### config.mk
export PLATFORM = sky130hd
export DESIGN_NAME = rvfpm_issue_ctrl
export DESIGN_NICKNAME = d
export VERILOG_FILES = /design/src/rtl/rvfpm_issue_ctrl.sv
export SDC_FILE = /design/constraint.sdc
export NUM_CORES = 1
export LEC_CHECK = 0
export ABC_AREA = 0
export BUFFER_PORTS_ARGS = -buffer_cell sky130_fd_sc_hd__buf_2
export CAP_MARGIN = 5
export CORE_MARGIN = 2
export CORE_UTILIZATION = 30
export CTS_CLUSTER_DIAMETER = 40
export DETAILED_ROUTE_END_ITERATION = 8
export SETUP_SLACK_MARGIN = 0.05
export SLEW_MARGIN = 20
export SYNTH_ARGS = -nofsm -noshare
export SYNTH_HDL_FRONTEND = slang
export SYNTH_SLANG_ARGS = --single-unit
### constraint.sdc
create_clock -name ck -period 6.85 [get_ports ck]
set_input_delay 1.7125 -clock ck [delete_from_list [all_inputs] [get_ports ck]]
set_output_delay 1.7125 -clock ck [all_outputs]
set_load 0.03 [all_outputs]
### src/rtl/rvfpm_issue_ctrl.sv
// Issue/retire controller for the rvfpm FPU: in-order instruction queue, a per-register
// busy scoreboard for RAW/WAW hazards, and a fixed-depth execution pipeline with writeback handshake.
module rvfpm_issue_ctrl #(
    parameter int X_ID_WIDTH      = 4,
    parameter int NUM_REGS        = 32,
    parameter int PIPELINE_STAGES = 4,
    parameter int QUEUE_DEPTH     = 4,
    localparam int RW             = $clog2(NUM_REGS),
    localparam int QCW            = $clog2(QUEUE_DEPTH + 1)
) (
    input  logic                                  ck,
    input  logic                                  rst,
    input  logic                                  enable,
    input  logic                                  in_valid,
    output logic                                  in_ready,
    input  logic [X_ID_WIDTH-1:0]                 in_id,
    input  logic [RW-1:0]                         in_rd,
    input  logic [RW-1:0]                         in_rs1,
    input  logic [RW-1:0]                         in_rs2,
    input  logic [RW-1:0]                         in_rs3,
    input  logic [2:0]                            in_rs_used,
    input  logic                                  in_we,
    output logic                                  out_valid,
    input  logic                                  out_ready,
    output logic [X_ID_WIDTH-1:0]                 out_id,
    output logic [RW-1:0]                         out_rd,
    output logic                                  out_we,
    output logic [NUM_REGS-1:0]                   busy_regs,
    output logic [PIPELINE_STAGES*X_ID_WIDTH-1:0] pipe_ids,
    output logic [PIPELINE_STAGES-1:0]            pipe_valid,
    output logic [QCW-1:0]                        queue_count
);

    localparam int PW = (QUEUE_DEPTH > 1) ? $clog2(QUEUE_DEPTH) : 1;
    localparam int S  = PIPELINE_STAGES;

    typedef struct packed {
        logic [X_ID_WIDTH-1:0] id;
        logic [RW-1:0]         rd;
        logic [RW-1:0]         rs1;
        logic [RW-1:0]         rs2;
        logic [RW-1:0]         rs3;
        logic [2:0]            rs_used;
        logic                  we;
    } instr_t;

    instr_t                q_mem [QUEUE_DEPTH];
    instr_t                head;
    logic [PW-1:0]         head_q, head_d, tail_q, tail_d;
    logic [QCW-1:0]        cnt_q, cnt_d;
    logic [S-1:0]          pv_q, pv_d;
    logic [X_ID_WIDTH-1:0] pid_q [S];
    logic [RW-1:0]         prd_q [S];
    logic                  pwe_q [S];
    logic [NUM_REGS-1:0]   busy_q, busy_d;

    logic full, empty, hazard, stall, retire, accept, issue;

    // Wrap explicitly so non-power-of-2 depths work.
    function automatic logic [PW-1:0] next_ptr(input logic [PW-1:0] p);
        return (p == PW'(QUEUE_DEPTH - 1)) ? '0 : p + 1'b1;
    endfunction

    assign head   = q_mem[head_q];
    assign full   = (cnt_q == QCW'(QUEUE_DEPTH));
    assign empty  = (cnt_q == '0);
    assign stall  = pv_q[S-1] && !out_ready;
    assign retire = pv_q[S-1] && out_ready;
    assign accept = in_valid && in_ready;
    assign issue  = !empty && enable && !stall && !hazard;

    always_comb begin
        hazard = 1'b0;
        if (head.rs_used[0] && busy_q[head.rs1]) hazard = 1'b1;
        if (head.rs_used[1] && busy_q[head.rs2]) hazard = 1'b1;
        if (head.rs_used[2] && busy_q[head.rs3]) hazard = 1'b1;
        if (head.we && busy_q[head.rd])          hazard = 1'b1;
    end

    always_comb begin
        head_d = issue  ? next_ptr(head_q) : head_q;
        tail_d = accept ? next_ptr(tail_q) : tail_q;
        cnt_d  = cnt_q;
        case ({accept, issue})
            2'b10:   cnt_d = cnt_q + 1'b1;
            2'b01:   cnt_d = cnt_q - 1'b1;
            default: cnt_d = cnt_q;
        endcase
        pv_d = pv_q;
        if (!stall) begin
            for (int k = S - 1; k > 0; k--) pv_d[k] = pv_q[k-1];
            pv_d[0] = issue;
        end
        // Clear-on-retire and set-on-issue never hit the same register: issue waits on the busy bit.
        busy_d = busy_q;
        if (retire && pwe_q[S-1]) busy_d[prd_q[S-1]] = 1'b0;
        if (issue && head.we)     busy_d[head.rd]    = 1'b1;
    end

    always_ff @(posedge ck) begin
        if (rst) begin
            head_q <= '0;
            tail_q <= '0;
            cnt_q  <= '0;
            pv_q   <= '0;
            busy_q <= '0;
        end else begin
            head_q <= head_d;
            tail_q <= tail_d;
            cnt_q  <= cnt_d;
            pv_q   <= pv_d;
            busy_q <= busy_d;
        end
    end

    // Payload storage carries no reset; validity lives in the control state above.
    always_ff @(posedge ck) begin
        if (accept && !rst) begin
            q_mem[tail_q] <= '{id: in_id, rd: in_rd, rs1: in_rs1, rs2: in_rs2,
                               rs3: in_rs3, rs_used: in_rs_used, we: in_we};
        end
        if (!stall) begin
            pid_q[0] <= head.id;
            prd_q[0] <= head.rd;
            pwe_q[0] <= head.we;
            for (int k = 1; k < S; k++) begin
                pid_q[k] <= pid_q[k-1];
                prd_q[k] <= prd_q[k-1];
                pwe_q[k] <= pwe_q[k-1];
            end
        end
    end

    assign in_ready    = enable && !full;
    assign out_valid   = pv_q[S-1];
    assign out_id      = pv_q[S-1] ? pid_q[S-1] : '0;
    assign out_rd      = pv_q[S-1] ? prd_q[S-1] : '0;
    assign out_we      = pv_q[S-1] && pwe_q[S-1];
    assign busy_regs   = busy_q;
    assign pipe_valid  = pv_q;
    assign queue_count = cnt_q;

    for (genvar k = 0; k < S; k++) begin : g_pipe_ids
        assign pipe_ids[k*X_ID_WIDTH +: X_ID_WIDTH] = pv_q[k] ? pid_q[k] : '0;
    end

endmodule

==> flow_metrics.py, run 1 <==
metrics = {
    "route": {
        "wl_um": 21200,
        "drt.antenna.violating_nets": 0,
        "drcViolationCount": 0,
        "firstDrtPassIters": 5,
        "wl_per_cell_um": 19.3,
        "drt_iter0_markers": 379,
        "vias": 5443,
        "viasPerCell": 4.97,
    },
    "sta": {
        "setup_ws_ns": 2.00,
        "fin_tns_setup_ns": 0,
        "timing.slew.headroom_pct": 41.7,
        "rsz0062_at_grt": "no",
        "fin_crit_sh_pct": 70.8,
        "setup_violations": 0,
        "finClkSkew_ns": 0.0122,
        "tightest_slew_ns": 0.874,
        "hold_viol": 0,
        "min_period_ns": 4.85,
        "slew_violations": 0,
        "fmax_ghz": 0.206,
    },
    "logic_synthesis": {
        "synthesis.nets": 646,
        "yosys.area.top_type": "edfxtp_1",
        "synthArstFlopShare_pct": 0,
        "ys.flop_type": "edfxtp_1",
        "syn_area_mm2": 0.00889,
        "synth-edff-count": 152,
        "ys_top_cells_by_area": "edfxtp_1, dfxtp_1, mux2i_1, mux4_2, nor2b_1",
        "ys_seq_area_share_pct": 61.5,
        "syn_inst": 606,
        "synth_top_area_share_pct": 51.4,
        "synth_cell_type_count": 53,
        "yosys_warnings": 0,
        "avgSynthCellArea_um2": 14.7,
        "ys_ff_latch": 197,
    },
    "clock_tree": {
        "htreeDepth": 4,
        "cts_root_buf": "clkbuf_16",
        "cts_hold_buf": 0,
        "cts_buffers": 17,
        "post_cts_buffers": 0,
        "cts-resized-gates": 0,
        "cts_buffer_depth": 2,
        "clkLatencyLatePin_ns": 0.43,
        "cts_tree": "yes",
        "clkSlewWorstSetupHoldPaths_ns": 0.08,
        "clock_sinks": 197,
    },
    "layout": {
        "antennaDiodeCount": 0,
        "syn2layout_area_growth_pct": 15.8,
        "fin_nets": 733,
        "fillerInstances": 2844,
        "fin_area_mm2": 0.0103,
        "postLayoutCoreUtil_pct": 35.0,
        "drive_above_1_share_pct": 26.2,
    },
    "global_routing": {
        "grt_max_degree": 48,
        "grt_pass1_wl_um": 32300,
        "top_usage_layer": "met2",
        "grtUsageMet2_pct": 22.2,
        "grt_util_met1_pct": 18.6,
        "grt.overflow.total": 0,
        "use_met3_pct": 3.57,
        "grt_pass1_vias": 5284,
        "grtUsageTotal_pct": 13.8,
        "antenna_found_initial": 1,
    },
    "critical_path": {
        "criticalPathCategory": "reg -> reg",
        "cp_cell_sequence": "mux4_1 > a2111oi_0 > nor4_1 > nor4_4 > nand4b_4 > inv_2 > ha_1 > inv_1 > fa_1 > xor2_1 > or3_1 > a21oi_1",
        "critPathLaunchType": "flop",
        "cpPeakStageDelay_ns": 0.93,
        "cp-end-kind": "flop",
        "crit_fanout": 34,
        "worstPathRequired_ns": 7.21,
        "crit_arrival_ns": 5.21,
        "slowest_stage": "mux4_1",
    },
    "floorplanning": {
        "initial_core_util_pct": 30.2,
        "core_area_mm2": 0.0294,
        "dieArea_mm2": 0.0310,
        "rows": 63,
        "pin_count": 100,
        "die_y_um": 176,
        "die_x_um": 176,
    },
    "power": {
        "p_sw_share_pct": 28.5,
        "clkPwrFrac_pct": 33.5,
        "peakVddDrop_v": 0.000165,
        "p_int_mw": 2.15,
        "p_comb_share_pct": 17.3,
        "power_leakage_nw": 3.75,
        "pwr_density_cell_mw_per_mm2": 292,
        "seqPwrFrac_pct": 49.2,
        "p_sw_uw": 856,
    },
    "outcome": {
        "status": "finished, final reports clean",
    },
    "placed_design": {
        "place_ws_ns": 1.60,
        "post-dp-hpwl_um": 14700,
        "portBuffers": 99,
        "place_area_mm2": 0.00968,
        "gp_congestion": 0.809,
    },
    "flow_run": {
        "maxCapViolCount": 0,
    },
    "hold_path": {
        "hold_class": "reg -> reg",
    },
}
==> cell usage after synthesis (7+ instances only) <==
cell type  instances
a21oi_1           14
and2_1            33
buf_4             11
clkbuf_1          12
dfxtp_1           45
edfxtp_1         152
inv_1              7
mux2i_1           72
mux4_2            29
nand2_1           19
nand3_1            8
nand3b_1          11
nor2_1            15
nor2b_1           38
o21ai_0           33
o31ai_1           28
==> registers in the layout (all words and copies together) (netlist names), named ones only <==
register and count:
q_mem 112, busy_regs 32, prd_q 20, pid_q 16, pipe_valid 4, pwe_q 4
queue_count 3, head_q 2, tail_q 2
==> power by group through the flow <==
stage	logic [mW]	clock network, mW	registers, mW
2_1_floorplan	0.448	0	1.47
3_3_place_gp	0.517	0	1.51
3_5_place_dp	0.521	0	1.51
4_1_cts	0.522	1.03	1.48
5_1_grt	0.563	1.07	1.50
6_report	0.520	1.01	1.48
==> kinds of logic after synthesis <==
kind of cell / synth area share [%]
DFF: 61.5
AOI/OAI and AO/OA: 7.74
and+or+nand+nor: 9.77
adders and majority gates: 1.07
xor gates and xnor gates: 0.197
muxes: 16.7
buffers and inverters: 2.99
==> layer usage <==
metal / vias up / share of wire [%]
li1: 2518 / -
met1: 2735 / 44
met2: 165 / 48
met3: 23 / 6.9
met4: 2 / 1.5
met5: - / 0.061
==> per-stage QoR <==
stage | hold slack (ns) | std cells | power (mW)
after floorplan | 0.400 | 606 | 1.92
after global placement | 0.400 | 1064 | 2.02
after detailed placement | 0.405 | 1064 | 2.03
after CTS | 0.412 | 1096 | 3.03
after global routing | 0.417 | 1096 | 3.13
final | 0.406 | 1096 | 3.00
==> cells in the final DEF (no fill, tap or decap), types with 5 or more instances in the layout <==
cell and n:
nand3_1 8, nand3b_1 11, ha_1 6, mux2i_1 72, nand2_1 19, o21ai_0 33, mux4_2 29, buf_4 5
dfxtp_1 44, inv_1 7, clkbuf_16 19, o31ai_1 28, edfxtp_1 152, buf_2 99, nor2b_1 38, a211oi_1 6
a21oi_1 14, and2_1 29, nor2_1 15
==> worst max-delay path: cells and delay by family, from the launching register on <==
family	cells	cell delay, ns
AND/OR/NAND/NOR	4	1.25
multiplexers	1	0.93
flip-flops	1	0.81
AO/OA/AOI/OAI	2	0.73
adder cells (fa/ha/maj)	2	0.57
buffers and inverters	2	0.30
XOR/XNOR	1	0.15
==> path summary, 6_finish.rpt <==
kind,start,endpoint,slack (ns),cells past startpoint
max,flop,queue_count[2],2.00,12
min,prd_q[2][2],prd_q[3][2],0.41,0
max reg2reg,flop,queue_count[2],2.00,12
min reg2reg,prd_q[2][2],prd_q[3][2],0.41,0
==> cell type report <==
cell class,instances,area [um^2],share of cell area (%)
clock buffer,21,503,4.89
clock inverter,11,103,0.997
inverter,9,36.3,0.353
multi-input combinational,364,3160,30.7
sequential,197,5470,53.1
tap,390,488,4.74
timing repair buffer,104,533,5.18
(Power assumes the default switching activity.)
==> inputs of run 2 (changes only) <==
==> constraint.sdc (replaced) <==
create_clock -name ck -period 4.9 [get_ports ck]
set_input_delay 1.225 -clock ck [delete_from_list [all_inputs] [get_ports ck]]
set_output_delay 1.225 -clock ck [all_outputs]
set_load 0.03 [all_outputs]
==> run 2 against run 1 <==
  * Sequential share of layout area increased by 0.19 points
  * Non-clock buffer count rose by 3
  * Register-to-register slack got worse by 1.3 ns
  * Sequential power increased by 38%
  * Clock-buffer cell count fell by 4
  * Sequential cell count is the same
  * Routed wire length is 2.3% higher
  * Maximum frequency grew 16%
  * Worst setup slack lost 1.3 ns
  * Hold slack improved by 0.012 ns
  * Highest routed layer unchanged
==> flow_metrics.py, run 2 (synthesized netlist as in run 1, its figures left out) <==
metrics = {
    "outcome": {
        "status": "finished, final reports clean",
    },
    "route": {
        "drcViolationCount": 0,
        "wl_um": 21700,
        "drt_iter0_markers": 499,
        "firstDrtPassIters": 7,
        "viasPerCell": 4.97,
        "drt.antenna.violating_nets": 0,
        "vias": 5467,
        "wl_per_cell_um": 19.7,
    },
    "power": {
        "clkPwrFrac_pct": 31.7,
        "peakVddDrop_v": 0.000255,
        "p_int_mw": 2.92,
        "p_comb_share_pct": 18.7,
        "power_leakage_nw": 3.73,
        "p_sw_share_pct": 29.2,
        "pwr_density_cell_mw_per_mm2": 402,
        "seqPwrFrac_pct": 49.6,
        "p_sw_mw": 1.20,
        "power_mw": 4.12,
    },
    "clock_tree": {
        "clkSlewWorstSetupHoldPaths_ns": 0.07,
        "cts_tree": "yes",
        "cts_buffer_depth": 2,
        "cts_buffers": 17,
        "clock_sinks": 197,
        "cts_root_buf": "clkbuf_16",
        "post_cts_buffers": 0,
        "htreeDepth": 4,
        "clkLatencyLatePin_ns": 0.43,
        "cts-resized-gates": 0,
        "cts_hold_buf": 0,
    },
    "floorplanning": {
        "initial_core_util_pct": 30.2,
        "rows": 63,
        "die_x_um": 176,
        "core_area_mm2": 0.0294,
        "die_y_um": 176,
        "dieArea_mm2": 0.0310,
        "pin_count": 100,
    },
    "layout": {
        "fin_area_mm2": 0.0103,
        "drive_above_1_share_pct": 26.2,
        "final_common_cell": "edfxtp_1",
        "largest_reg_flops": 112,
        "fin_nets": 736,
        "postLayoutCoreUtil_pct": 34.9,
        "largest_register": "q_mem",
        "antennaDiodeCount": 0,
        "syn2layout_area_growth_pct": 15.4,
        "mostFrequentLayoutCells": "edfxtp_1, buf_2, mux2i_1, dfxtp_1, nor2b_1",
    },
    "critical_path": {
        "critPathLaunchType": "flop",
        "cp-end-kind": "flop",
        "criticalPathCategory": "reg -> reg",
        "rr_worst_depth": 13,
        "cp_cell_sequence": "buf_4 > mux4_2 > a2111oi_0 > nor4_1 > nor4_4 > nand4b_4 > inv_2 > ha_1 > inv_1 > fa_1 > xor2_1 > or3_1 > a21oi_1",
        "crit_fanout": 12,
        "worstPathRequired_ns": 5.26,
        "slowest_stage": "mux4_2",
        "cpPeakStageDelay_ns": 0.68,
        "crit_arrival_ns": 4.53,
        "r2r_setup_slack_ns": 0.73,
        "regToRegEndpoint": "queue_count[2]",
    },
    "placed_design": {
        "gp_congestion": 0.781,
        "post-dp-hpwl_um": 14900,
        "portBuffers": 99,
        "place_area_mm2": 0.00971,
    },
    "sta": {
        "hold_viol": 0,
        "rsz0062_at_grt": "no",
        "slew_violations": 0,
        "fmax_ghz": 0.240,
        "setup_violations": 0,
        "min_period_ns": 4.17,
        "finClkSkew_ns": 0.0127,
        "fin_crit_sh_pct": 85.1,
        "fin_tns_setup_ns": 0,
        "tightest_slew_ns": 0.922,
        "fin_hold_ws_ns": 0.418,
        "timing.slew.headroom_pct": 37.7,
    },
    "hold_path": {
        "hold_depth": 0,
        "min_to": "prd_q[1][4]",
        "min_from": "prd_q[0][4]",
        "hold_class": "reg -> reg",
    },
    "global_routing": {
        "grt_pass1_wl_um": 33000,
        "grt_max_degree": 43,
        "grtUsageTotal_pct": 14.2,
        "grt.overflow.total": 0,
        "grt_pass1_vias": 5371,
        "antenna_found_initial": 1,
    },
    "flow_run": {
        "maxCapViolCount": 0,
    },
}
[run 2: stage by stage]
step           worst slack, ns  instances
3_5_place_dp             0.686       1067
3_3_place_gp             0.785       1067
5_1_grt                  0.432       1099
2_1_floorplan            0.424        606
6_report                 0.728       1099
4_1_cts                  0.666       1099
[run 2: power by group through the flow]
stage	clock (mW)	combinational (mW)	sequential, mW
after floorplan	0	0.626	2.05
after CTS	1.33	0.771	2.05
final	1.31	0.770	2.04
after global placement	0	0.763	2.08
after detailed placement	0	0.770	2.08
after global routing	1.40	0.830	2.07
[run 2: final cells by class]
cell class | count | area [um^2]
clock buffer | 17 | 425
tap | 390 | 488
inverter | 9 | 36.3
timing repair buffer | 107 | 556
clock inverter | 15 | 120
multi-input combinational | 364 | 3160
fill | 2871 | 19100
sequential | 197 | 5470
[run 2: worst max-delay path, delay by kind of cell, from the launching register on]
kind,cells,cell delay [ns]
AO/OA/AOI/OAI,2,0.76
AND/OR/NAND/NOR,4,0.93
multiplexers,1,0.68
buffers and inverters,3,0.46
flip-flops,1,0.57
adder cells (fa/ha/maj),2,0.55
XOR/XNOR,1,0.16
[run 2: how the worst max path moves through the flow]
| stage | to | startpoint | slack (ns) |
|---|---|---|---|
| after floorplan | queue_count[2] | out_ready | 0.42 |
| after global placement | queue_count[2] | flop | 0.79 |
| final | queue_count[2] | flop | 0.73 |
| after global routing | queue_count[2] | flop | 0.43 |
| after CTS | queue_count[2] | flop | 0.67 |
| after detailed placement | queue_count[2] | flop | 0.69 |
[run 2: layer usage]
metal	GRT usage [%]	wire, um	vias to the layer above
li1	-	-	2520
met1	19.0	9400	2749
met2	23.3	10500	176
met3	3.53	1530	20
met4	3.51	232	2
met5	0	13	-
==> inputs of run 3 (changes only) <==
--- a/config.mk
+++ b/config.mk
@@ -5,7 +5,7 @@
 export SDC_FILE = /design/constraint.sdc
 export NUM_CORES = 1
 export LEC_CHECK = 0
-export ABC_AREA = 0
+export ABC_AREA = 1
 export BUFFER_PORTS_ARGS = -buffer_cell sky130_fd_sc_hd__buf_2
 export CAP_MARGIN = 5
 export CORE_MARGIN = 2
==> run 3 against run 2 <==
  * Clock skew hardly changed
  * Synthesized cell count is 71% higher
  * First-iteration DRC count is 63% higher
  * Sequential cell count stayed put
  * Global-route usage is 1.4 points higher
  * Combinational power grew to 3.6 times the previous value
  * Clock power is 6% higher
  * Critical path depth is 10 higher
  * Core utilization is 0.36 points lower
  * Power is 56% higher
  * Cell count is 43% higher
==> flow_metrics.py, run 3 <==
metrics = {
    "floorplanning": {
        "die_x_um": 185,
        "initial_core_util_pct": 30.3,
        "core_area_mm2": 0.0324,
        "pin_count": 100,
        "dieArea_mm2": 0.0341,
        "die_y_um": 185,
        "rows": 66,
    },
    "placed_design": {
        "gp_congestion": 0.842,
        "portBuffers": 99,
        "post-dp-hpwl_um": 18000,
    },
    "sta": {
        "finClkSkew_ns": 0.0126,
        "fin_crit_sh_pct": 81.9,
        "hold_viol": 0,
        "slew_violations": 0,
        "min_period_ns": 4.01,
        "fmax_ghz": 0.249,
        "tightest_slew_ns": 0.730,
        "rsz0062_at_grt": "no",
        "setup_violations": 0,
        "timing.slew.headroom_pct": 51.3,
        "fin_tns_setup_ns": 0,
    },
    "power": {
        "power_mw": 6.42,
        "peakVddDrop_v": 0.000269,
        "pwr_density_cell_mw_per_mm2": 575,
        "power_leakage_nw": 4.34,
    },
    "critical_path": {
        "r2r_setup_slack_ns": 0.89,
        "cpPeakStageDelay_ns": 0.68,
        "crit_fanout": 32,
        "crit_arrival_ns": 4.34,
        "critPathLaunchType": "flop",
        "criticalPathCategory": "reg -> reg",
        "regToRegEndpoint": "queue_count[2]",
        "slowest_stage": "dfxtp_2",
        "cp-end-kind": "flop",
        "cp_cell_sequence": "inv_2 > nand2_1 > nand3_1 > nand2_2 > nand2_1 > o21ai_1 > nand2_1 > nand2_1 > nand2_1 > nand2_1 > inv_1 > nand3_1 > nand2_1 > inv_2 > nand2_2 > nor2_8 > ha_1 > inv_1 > fa_1 > a21oi_1 > o21ai_0 > o21ai_0 > a21oi_1",
        "cp_common_cell": "nand2_1",
        "worstPathRequired_ns": 5.23,
        "rr_worst_depth": 23,
    },
    "clock_tree": {
        "cts_tree": "yes",
        "post_cts_buffers": 0,
        "cts-resized-gates": 0,
        "cts_buffer_depth": 2,
        "cts_buffers": 17,
        "clkSlewWorstSetupHoldPaths_ns": 0.07,
        "cts_root_buf": "clkbuf_16",
        "htreeDepth": 4,
        "clkLatencyLatePin_ns": 0.44,
        "cts_hold_buf": 0,
        "clock_sinks": 197,
    },
    "route": {
        "wl_per_cell_um": 16.8,
        "drt.antenna.violating_nets": 0,
        "wl_um": 26500,
        "viasPerCell": 4.84,
        "vias": 7607,
        "drt_iter0_markers": 811,
        "firstDrtPassIters": 5,
        "drcViolationCount": 0,
    },
    "hold_path": {
        "min_to": "prd_q[3][0]",
        "hold_class": "reg -> reg",
        "min_from": "prd_q[2][0]",
        "hold_depth": 0,
    },
    "layout": {
        "largest_reg_flops": 112,
        "syn2layout_area_growth_pct": 14.1,
        "drive_above_1_share_pct": 21.4,
        "largest_register": "q_mem",
        "mostFrequentLayoutCells": "nand2_1, edfxtp_1, nand3_1, buf_2, inv_1",
        "final_common_cell": "nand2_1",
        "fin_nets": 1156,
    },
    "logic_synthesis": {
        "yosys_warnings": 0,
        "synth_cell_type_count": 41,
        "synth_common_cells": "nand2_1, edfxtp_1, nand3_1",
        "synthesis.nets": 1077,
        "ys_ff_latch": 197,
        "ys.flop_type": "edfxtp_1",
        "yosys.area.top_type": "edfxtp_1",
        "syn_area_mm2": 0.00979,
        "syn_inst": 1037,
        "synthArstFlopShare_pct": 0,
        "synth_most_common_cell": "nand2_1",
        "synth_top_area_share_pct": 46.6,
        "ys_seq_area_share_pct": 55.8,
        "avgSynthCellArea_um2": 9.44,
        "synth-edff-count": 152,
        "ys_top_cells_by_area": "edfxtp_1, dfxtp_1, nand2_1, nand3_1, nand3_2",
    },
    "global_routing": {
        "grt_pass1_wl_um": 40000,
        "grt_pass1_vias": 6887,
        "grtUsageTotal_pct": 15.6,
        "grt_max_degree": 37,
        "antenna_found_initial": 3,
        "grt.overflow.total": 0,
    },
    "flow_run": {
        "maxCapViolCount": 0,
    },
    "outcome": {
        "status": "finished, final reports clean",
    },
}
==> run 3: cell count changes after synthesis, moves of 29 or more <==
cell     change
inv_1       +82
mux2i_1     -72
nor2_1      +72
nand3_2     +37
o21ai_0     +31
nor2b_1     -38
mux4_2      -29
nand2_1    +213
and2_1      -33
nand3_1    +136
==> run 3: cell type report <==
cell class	count	area (um^2)
multi-input cells	693	3610
inverters	96	362
clock inverters	15	169
diodes	2	5.00
flip-flops and latches	197	5470
repair buffers	111	586
well taps	442	553
clock buffers	17	425
fillers	3359	21200
==> run 3: worst max-delay path, delay by kind of cell (launching register included) <==
kind            cells  cell delay (ns)
simple gates       12             1.63
flops               1             0.68
compound gates      5             0.54
fa+ha+maj           2             0.51
buf+inv             4             0.52
==> run 3: cell families after synthesis <==
kind of cell / after synthesis / synth area share (%)
AND/OR/NAND/NOR: 543 / 26.5
flip-flops: 197 / 55.8
buffers and inverters: 147 / 7.55
AO/OA/AOI/OAI: 143 / 9.19
adder cells (fa/ha/maj): 7 / 0.971
==> run 3: worst max-delay path by stage <==
stage                      start  slack [ns]              to
after global placement      flop         1.0  queue_count[2]
after detailed placement    flop        0.88  queue_count[2]
final                       flop        0.89  queue_count[2]
after CTS                   flop        0.88  queue_count[2]
after global routing        flop        0.37  queue_count[2]
after floorplan           enable        1.12     q_mem[0][0]
==> run 3: metal layers <==
layer | track usage [%] | routed length [um] | vias to the layer above
met5 | 0 | 13 | -
met4 | 5.56 | 614 | 2
met3 | 3.95 | 1960 | 42
met2 | 23.4 | 11700 | 248
met1 | 21.8 | 12200 | 3621
li1 | - | - | 3694
==> run 3: report_power, final <==
group	leakage [nW]	switching [mW]	internal [mW]
logic	2.26	2.02	0.752
clock network	0.284	0.666	0.725
registers	1.80	0.170	2.09
total	4.34	2.86	3.57
==> run 3: through the flow <==
| step | std cells | area, um^2 | util [%] | hold slack (ns) | setup WS [ns] |
|---|---|---|---|---|---|
| after global routing | 1571 | 11200 | 34.5 | 0.422 | 0.366 |
| after detailed placement | 1539 | 10600 | 32.7 | 0.405 | 0.879 |
| after CTS | 1571 | 11200 | 34.5 | 0.415 | 0.878 |
| final | 1573 | 11200 | 34.5 | 0.417 | 0.888 |
| after floorplan | 1037 | 9790 | - | 0.400 | 1.12 |
| after global placement | 1539 | 10600 | 32.7 | 0.402 | 0.995 |
